==> src/rtl/mips_multicycle_ctrl.sv <==
// rtl/mips_multicycle_ctrl.sv - multicycle MIPS control FSM (lw/sw/R-type/beq/j/addi)
module mips_multicycle_ctrl #(
    parameter logic ILLEGAL_TRAP = 1'b0
) (
    input  logic       clk,
    input  logic       rst,
    input  logic [5:0] opcode,
    input  logic [5:0] funct,
    input  logic       alu_zero,
    input  logic       mem_ready,
    output logic [3:0] alu_control,
    output logic       alu_src_a,
    output logic [1:0] alu_src_b,
    output logic       pc_write,
    output logic [1:0] pc_source,
    output logic       iord,
    output logic       mem_read,
    output logic       mem_write,
    output logic       ir_write,
    output logic       reg_write,
    output logic       reg_dst,
    output logic       mem_to_reg,
    output logic       instr_done,
    output logic       illegal_op,
    output logic [3:0] state
);

    typedef enum logic [3:0] {
        S_FETCH  = 4'd0,
        S_DECODE = 4'd1,
        S_MEMADR = 4'd2,
        S_MEMRD  = 4'd3,
        S_MEMWB  = 4'd4,
        S_MEMWR  = 4'd5,
        S_REX    = 4'd6,
        S_RWB    = 4'd7,
        S_BEQ    = 4'd8,
        S_JUMP   = 4'd9,
        S_IEX    = 4'd10,
        S_IWB    = 4'd11,
        S_HALT   = 4'd15
    } state_t;

    localparam logic [3:0] ALU_ADD = 4'b0010;
    localparam logic [3:0] ALU_SUB = 4'b0110;
    localparam logic [3:0] ALU_MUL = 4'b0011;
    localparam logic [3:0] ALU_DIV = 4'b0100;
    localparam logic [3:0] ALU_AND = 4'b0000;
    localparam logic [3:0] ALU_OR  = 4'b0001;
    localparam logic [3:0] ALU_SLT = 4'b0111;

    localparam logic [5:0] OP_RTYPE = 6'h00;
    localparam logic [5:0] OP_LW    = 6'h23;
    localparam logic [5:0] OP_SW    = 6'h2B;
    localparam logic [5:0] OP_BEQ   = 6'h04;
    localparam logic [5:0] OP_J     = 6'h02;
    localparam logic [5:0] OP_ADDI  = 6'h08;

    state_t state_q, state_d;

    logic pc_write_c, mem_read_c, mem_write_c, ir_write_c;
    logic reg_write_c, instr_done_c, illegal_op_c;
    logic opcode_legal;

    always_comb begin
        opcode_legal = 1'b0;
        case (opcode)
            OP_RTYPE, OP_LW, OP_SW, OP_BEQ, OP_J, OP_ADDI: opcode_legal = 1'b1;
            default: opcode_legal = 1'b0;
        endcase
    end

    always_comb begin
        state_d = state_q;
        case (state_q)
            S_FETCH:  if (mem_ready) state_d = S_DECODE;
            S_DECODE: begin
                case (opcode)
                    OP_RTYPE:     state_d = S_REX;
                    OP_LW, OP_SW: state_d = S_MEMADR;
                    OP_BEQ:       state_d = S_BEQ;
                    OP_J:         state_d = S_JUMP;
                    OP_ADDI:      state_d = S_IEX;
                    default:      state_d = ILLEGAL_TRAP ? S_HALT : S_FETCH;
                endcase
            end
            S_MEMADR: state_d = (opcode == OP_LW) ? S_MEMRD : S_MEMWR;
            S_MEMRD:  if (mem_ready) state_d = S_MEMWB;
            S_MEMWR:  if (mem_ready) state_d = S_FETCH;
            S_REX:    state_d = S_RWB;
            S_IEX:    state_d = S_IWB;
            S_MEMWB, S_RWB, S_BEQ, S_JUMP, S_IWB: state_d = S_FETCH;
            S_HALT:   state_d = S_HALT;
            default:  state_d = S_FETCH;
        endcase
        // Reset wins over everything, including HALT and memory stalls.
        if (rst) state_d = S_FETCH;
    end

    always_ff @(posedge clk) begin
        state_q <= state_d;
    end

    always_comb begin
        alu_control  = 4'b0000;
        alu_src_a    = 1'b0;
        alu_src_b    = 2'b00;
        pc_source    = 2'b00;
        iord         = 1'b0;
        reg_dst      = 1'b0;
        mem_to_reg   = 1'b0;
        pc_write_c   = 1'b0;
        mem_read_c   = 1'b0;
        mem_write_c  = 1'b0;
        ir_write_c   = 1'b0;
        reg_write_c  = 1'b0;
        instr_done_c = 1'b0;
        illegal_op_c = 1'b0;
        case (state_q)
            S_FETCH: begin
                mem_read_c  = 1'b1;
                alu_src_b   = 2'b01;
                alu_control = ALU_ADD;
                ir_write_c  = mem_ready;
                pc_write_c  = mem_ready;
            end
            S_DECODE: begin
                alu_src_b    = 2'b11;
                alu_control  = ALU_ADD;
                illegal_op_c = ~opcode_legal;
            end
            S_MEMADR, S_IEX: begin
                alu_src_a   = 1'b1;
                alu_src_b   = 2'b10;
                alu_control = ALU_ADD;
            end
            S_MEMRD: begin
                iord       = 1'b1;
                mem_read_c = 1'b1;
            end
            S_MEMWB: begin
                reg_write_c  = 1'b1;
                mem_to_reg   = 1'b1;
                instr_done_c = 1'b1;
            end
            S_MEMWR: begin
                iord         = 1'b1;
                mem_write_c  = 1'b1;
                instr_done_c = mem_ready;
            end
            S_REX: begin
                alu_src_a = 1'b1;
                case (funct)
                    6'h20:   alu_control = ALU_ADD;
                    6'h22:   alu_control = ALU_SUB;
                    6'h18:   alu_control = ALU_MUL;
                    6'h1A:   alu_control = ALU_DIV;
                    6'h24:   alu_control = ALU_AND;
                    6'h25:   alu_control = ALU_OR;
                    6'h2A:   alu_control = ALU_SLT;
                    default: alu_control = ALU_ADD;
                endcase
            end
            S_RWB: begin
                reg_write_c  = 1'b1;
                reg_dst      = 1'b1;
                instr_done_c = 1'b1;
            end
            S_BEQ: begin
                alu_src_a    = 1'b1;
                alu_control  = ALU_SUB;
                pc_source    = 2'b01;
                pc_write_c   = alu_zero;
                instr_done_c = 1'b1;
            end
            S_JUMP: begin
                pc_source    = 2'b10;
                pc_write_c   = 1'b1;
                instr_done_c = 1'b1;
            end
            S_IWB: begin
                reg_write_c  = 1'b1;
                instr_done_c = 1'b1;
            end
            default: ;
        endcase
    end

    assign pc_write   = pc_write_c   & ~rst;
    assign mem_read   = mem_read_c   & ~rst;
    assign mem_write  = mem_write_c  & ~rst;
    assign ir_write   = ir_write_c   & ~rst;
    assign reg_write  = reg_write_c  & ~rst;
    assign instr_done = instr_done_c & ~rst;
    assign illegal_op = illegal_op_c & ~rst;
    assign state      = state_q;

endmodule

==> config.mk <==
export PLATFORM = sky130hd
export DESIGN_NAME = mips_multicycle_ctrl
export DESIGN_NICKNAME = d
export VERILOG_FILES = /design/src/rtl/mips_multicycle_ctrl.sv
export SDC_FILE = /design/constraint.sdc
export NUM_CORES = 1
export LEC_CHECK = 0
export CAP_MARGIN = 20
export CORE_ASPECT_RATIO = 1.25
export CORE_MARGIN = 4
export CORE_UTILIZATION = 29
export DETAILED_ROUTE_END_ITERATION = 12
export PLACE_DENSITY = 0.66
export REMOVE_ABC_BUFFERS = 1
export SLEW_MARGIN = 40
export SYNTH_ARGS = -nofsm -noshare
export SYNTH_HDL_FRONTEND = slang
export SYNTH_SLANG_ARGS = --single-unit
==> constraint.sdc <==
create_clock -name clk -period 4.64 [get_ports clk]
set_input_delay 0.928 -clock clk [delete_from_list [all_inputs] [get_ports clk]]
set_output_delay 0.928 -clock clk [all_outputs]
set_load 0.05 [all_outputs]
## Yosys cells after proc, flatten, opt, wreduce, memory -nomap -nowiden

Cells that the tools add are included.

| cells by class | value |
|---|---|
| muxes and demuxes | 22 |
| reductions and logical operators | 12 |
| equality and inequality tests | 26 |
| bitwise gates (word level) | 9 |

Operator list:

| cell | number |
|---|---|
| 6-bit == test, second input constant | 6 |
| 4-bit case mux with 8 select lines | 1 |
| 4-bit == test, second input constant | 5 |
| 4-bit case mux with 5 select lines | 1 |
| 3-bit case mux with 6 select lines | 1 |
| 4-bit by 3-bit == test with 1-bit output, second input constant | 4 |
| 6-bit by 5-bit == test with 1-bit output, second input constant | 2 |
| 4-bit two-way mux | 3 |
| 1-bit two-way mux | 10 |
| 3-bit case mux with 3 select lines | 1 |
| 4-bit by 2-bit == test with 1-bit output, second input constant | 2 |
| 2-bit OR reduction | 4 |
| 4-bit OR reduction | 2 |
| 1-bit bitwise AND | 7 |
| 6-bit by 2-bit == test with 1-bit output, second input constant | 1 |
| 6-bit by 3-bit == test with 1-bit output, second input constant | 1 |
| 6-bit by 4-bit == test with 1-bit output, second input constant | 1 |
| 6-bit logical NOT | 1 |
| 2-bit inequality test, second input constant | 3 |
| 2-bit case mux with 3 select lines | 1 |
| 6-bit OR reduction | 1 |
| 5-bit OR reduction | 1 |
| 4-bit by 1-bit == test with 1-bit output, second input constant | 1 |
| 4-bit logical NOT | 1 |
| 7 further kinds | 8 |

| storage, ports and cells | value |
|---|---|
| register bits | 4 |

## Logic depth before layout (Yosys ltp)

| depth | value |
|---|---|
| depth after elaboration | 6 |
| gate-level depth with buffers | 6 |
| mapped depth without buffers | 4 |

## Worst setup path before layout

No wires, ideal clock.

| timing path | value |
|---|---|
| path kind | flip-flop to output port |
| start point | register state_q[3] (netlist: state[3]) |
| end point | output port instr_done |
| data arrival time | 3.701 ns |
| path buffers | 2 |
| path slack | 0.011 ns |
| stages on the path, launching flop included | 5 |
| cells stage by stage | dfxtp_1 buf_2 buf_1 a21oi_1 a2111oi_0 |

| between the ends | value |
|---|---|
| longest elaborated chain between the ends | 4 |
| elaborated cells on any way between the ends | 9 |

Ends and longest elaborated chain:

| what | RTL line | RTL |
|---|---|---|
| start, declared | 59 | `state_t state_q, state_d;` |
| start signal, assigned | 101 | `state_q <= state_d;` |
| 4-bit == test / 4-bit by 3-bit == test with 1-bit output (equally long branches) | 119 | `case (state_q)` |
| 5-bit OR reduction (no source line) | -- |  |
| 1-bit case mux with 2 select lines (*) | 119 |  |
| 1-bit bitwise AND (*) | 194 | `assign instr_done = instr_done_c & ~rst;` |
| end, declared | 23 | `output logic instr_done,` |

Every way passes the cells marked *; elsewhere a longest branch is shown, timed or not.

## Worst setup path after layout

| timing path | value |
|---|---|
| start point | input port funct[4] |
| end point | output port alu_control[0] |

| between the ends | value |
|---|---|
| longest elaborated chain between the ends | 3 |
| elaborated cells on any way between the ends | 8 |

Ends and longest elaborated chain:

| what | RTL line | RTL |
|---|---|---|
| start, declared | 8 | `input logic [5:0] funct,` |
| 6-bit == test / 6-bit by 5-bit == test with 1-bit output (equally long branches) | 153 | `case (funct)` |
| 3-bit case mux with 6 select lines (*) | 153 |  |
| 3-bit case mux with 3 select lines (*) | 119 |  |
| end, declared | 11 | `output logic [3:0] alu_control,` |

Marked as above.

==> flow_summary.yaml <==
status:
  outcome: "complete, no violations"
die:
  io_pins: 39
  fp.dieH_um: 63.3
  core_um2: 2260
  rows: 19
  die_w_um: 52.2
  die_area_um2: 3310
  initial_core_util: 0.314
routing:
  wire_per_inst_um: 13.3
  ant_nets: 0
  vias_per_cell: 5.41
  wl_um: 2280
  drc: 0
  drt_iter0_markers: 26
  num_vias: 930
  dr.pass1.iters: 4
worst_setup_path:
  crit_type: "in2out"
  start_kind: "input port"
  cp-end-kind: "output pin"
  critPathArrivalTime_ns: 3.37
  worstPathMaxFanout: 3
  worstPathRequired_ns: 3.71
global_route:
  grt_pass1_vias: 843
  grt_pass1_wl_um: 3620
  grt_max_degree: 24
  grt_usage: 0.134
  grt_overflow: 0
  grt_antenna_before_repair: 0
sta:
  worst_pin_slew_ns: 0.773
  hold_violations: 0
  slew_headroom: 0.484
  fin_worst_skew_ns: 0.00206
  final_max_slew_viol_count: 0
  rsz0062_at_grt: "no"
  setup_tns_ns: 0
  finalSetupViolCount: 0
  fmax_mhz: 233
  period_needed_ns: 4.29
  min_period_over_period: 0.926
  fin_ws_ns: 0.345
cts:
  cts-hold-fix-buffers: 0
  cts_root_buf: "clkbuf_4"
  clockBufferDepth: 2
  cts_tree: "done"
  cts_resized: 0
  clk_pin_slew_ns: 0.04
  postCtsSetupBuffers: 0
  htreeDepth: 1
  clock_sinks: 4
  worst_skew_pair.late_latency_ns: 0.23
  cts-buffers-inserted: 3
run:
  maxCapViolations: 0
power:
  power_mw: 0.194
  ir_drop_v: 0.000155
  p_switching_mw: 0.0869
  swShare: 0.448
  powerDensity_nw_per_um2: 176
  power_frac_comb: 0.545
  power.share.clock: 0.212
  internal_power_mw: 0.107
  leakagePower_nw: 0.354
  seqPwrFrac: 0.243
synthesis:
  yosysWarnings: 0
  yosysSeqAreaShare: 0.113
  syn_inst: 109
  postSynth.asyncResetShare: 0
  synth.area.mux_share: 0
  syn_area_um2: 709
  synth_simple_gate_area_frac: 0.436
  synth_ff_type: "dfxtp_1"
  synth-compound-area-share: 0.337
  synth.avg_cell_area_um2: 6.51
  synth_seq_cells: 4
  synthXorXnorAreaFrac: 0.0370
  synth-edff-count: 0
  ys_types: 41
  synth-adder-area-share: 0
  synth_top_family_by_area: "simple AND/OR/NAND/NOR gates"
finish:
  stdcell_count: 172
  num-nets-final: 159
  fill_cells: 223
  final_common_cell: "clkdlybuf4s50_1"
  layout_common_cells: "37 x clkdlybuf4s50_1, 17 x nor2_1, 11 x a21oi_1"
  drive_above_1_share: 0.0638
  n_antenna_cell: 0
  largest_reg_flops: 4
  area_growth_pct: 55.7
placement:
  preCtsSetupSlack_ns: 0.339
  dp_hpwl_um: 1780
  dp_cells: 169
  place_congestion: 0.705
  port_buffers: 37
worst_hold_path:
  hp-class: "reg2reg"
## synth_stat cells (2+ instances only)
master	n	area (um2)
a211oi_1	2	15.0
a21oi_1	11	55.1
a22oi_1	3	22.5
a31oi_1	2	12.5
buf_1	2	7.51
buf_2	5	25.0
dfxtp_1	4	80.1
inv_1	2	7.51
nand2_1	6	22.5
nand2b_1	5	31.3
nand3_1	2	10.0
nor2_1	17	63.8
nor2b_1	2	12.5
nor3_1	6	30.0
nor3b_1	4	30.0
nor4_1	2	12.5
o211ai_1	2	15.0
o21ai_0	6	30.0
or3_1	2	12.5
xor2_1	3	26.3
## per-stage QoR
stage | hold WS, ns | area [um2] | utilization
finish | 0.800 | 1100 | 0.489
global route | 0.851 | 1100 | 0.489
CTS | 0.802 | 1100 | 0.489
global placement | 0.786 | 1080 | 0.479
detailed placement | 0.797 | 1080 | 0.479
floorplan | 0.872 | 666 | -
## logic make-up (layout without fill, tap and decap cells)
family,after synthesis,count (layout)
other,1,1
XOR/XNOR,3,3
AND/OR/NAND/NOR,56,56
flip-flops,4,4
AO/OA/AOI/OAI,34,34
buffers and inverters,11,43
## worst max-delay path, cell delays in order
cell,delay [ns]
clkdlybuf4s50_1,0.51
nor3b_1,0.22
a21oi_1,0.06
or4b_4,0.49
a2111oi_4,0.29
clkdlybuf4s50_1,0.86
## routing by layer
layer | share of wire | global-route usage | vias up | routed length, um
li1 | - | - | 470 | -
met1 | 0.42 | 0.154 | 424 | 963
met2 | 0.49 | 0.245 | 36 | 1120
met3 | 0.087 | 0.0307 | 0 | 199
met4 | 0 | 0.0288 | 0 | 0
met5 | 0 | 0 | - | 0
## final cells by class
cell class                      count  area (um2)  share of cell area
Timing Repair Buffer               38         378               0.342
Clock buffer                        3        22.5              0.0204
Multi-Input combinational cell     94         578               0.523
Sequential cell                     4        80.1              0.0725
Inverter                            2        7.51             0.00680
Tap cell                           31        38.8              0.0351
## path summary, 6_finish.rpt
check / endpoint / start / slack [ns] / cells past startpoint
setup reg to reg: state[2] / state[0] / 2.82 / 4
setup / recovery: alu_control[0] / funct[4] / 0.35 / 6
hold reg to reg: state[1] / state[1] / 0.80 / 2
hold / removal: state[1] / state[1] / 0.80 / 2
## power by group through the flow
stage	registers (mW)	clock network, mW	logic (mW)
after CTS	0.0471	0.0430	0.106
after detailed placement	0.0476	0	0.106
after global routing	0.0484	0.0467	0.113
after floorplan	0.0511	0	0.0584
after global placement	0.0476	0	0.105
final	0.0472	0.0410	0.106
No activity file was read; power rests on OpenSTA's default activity.
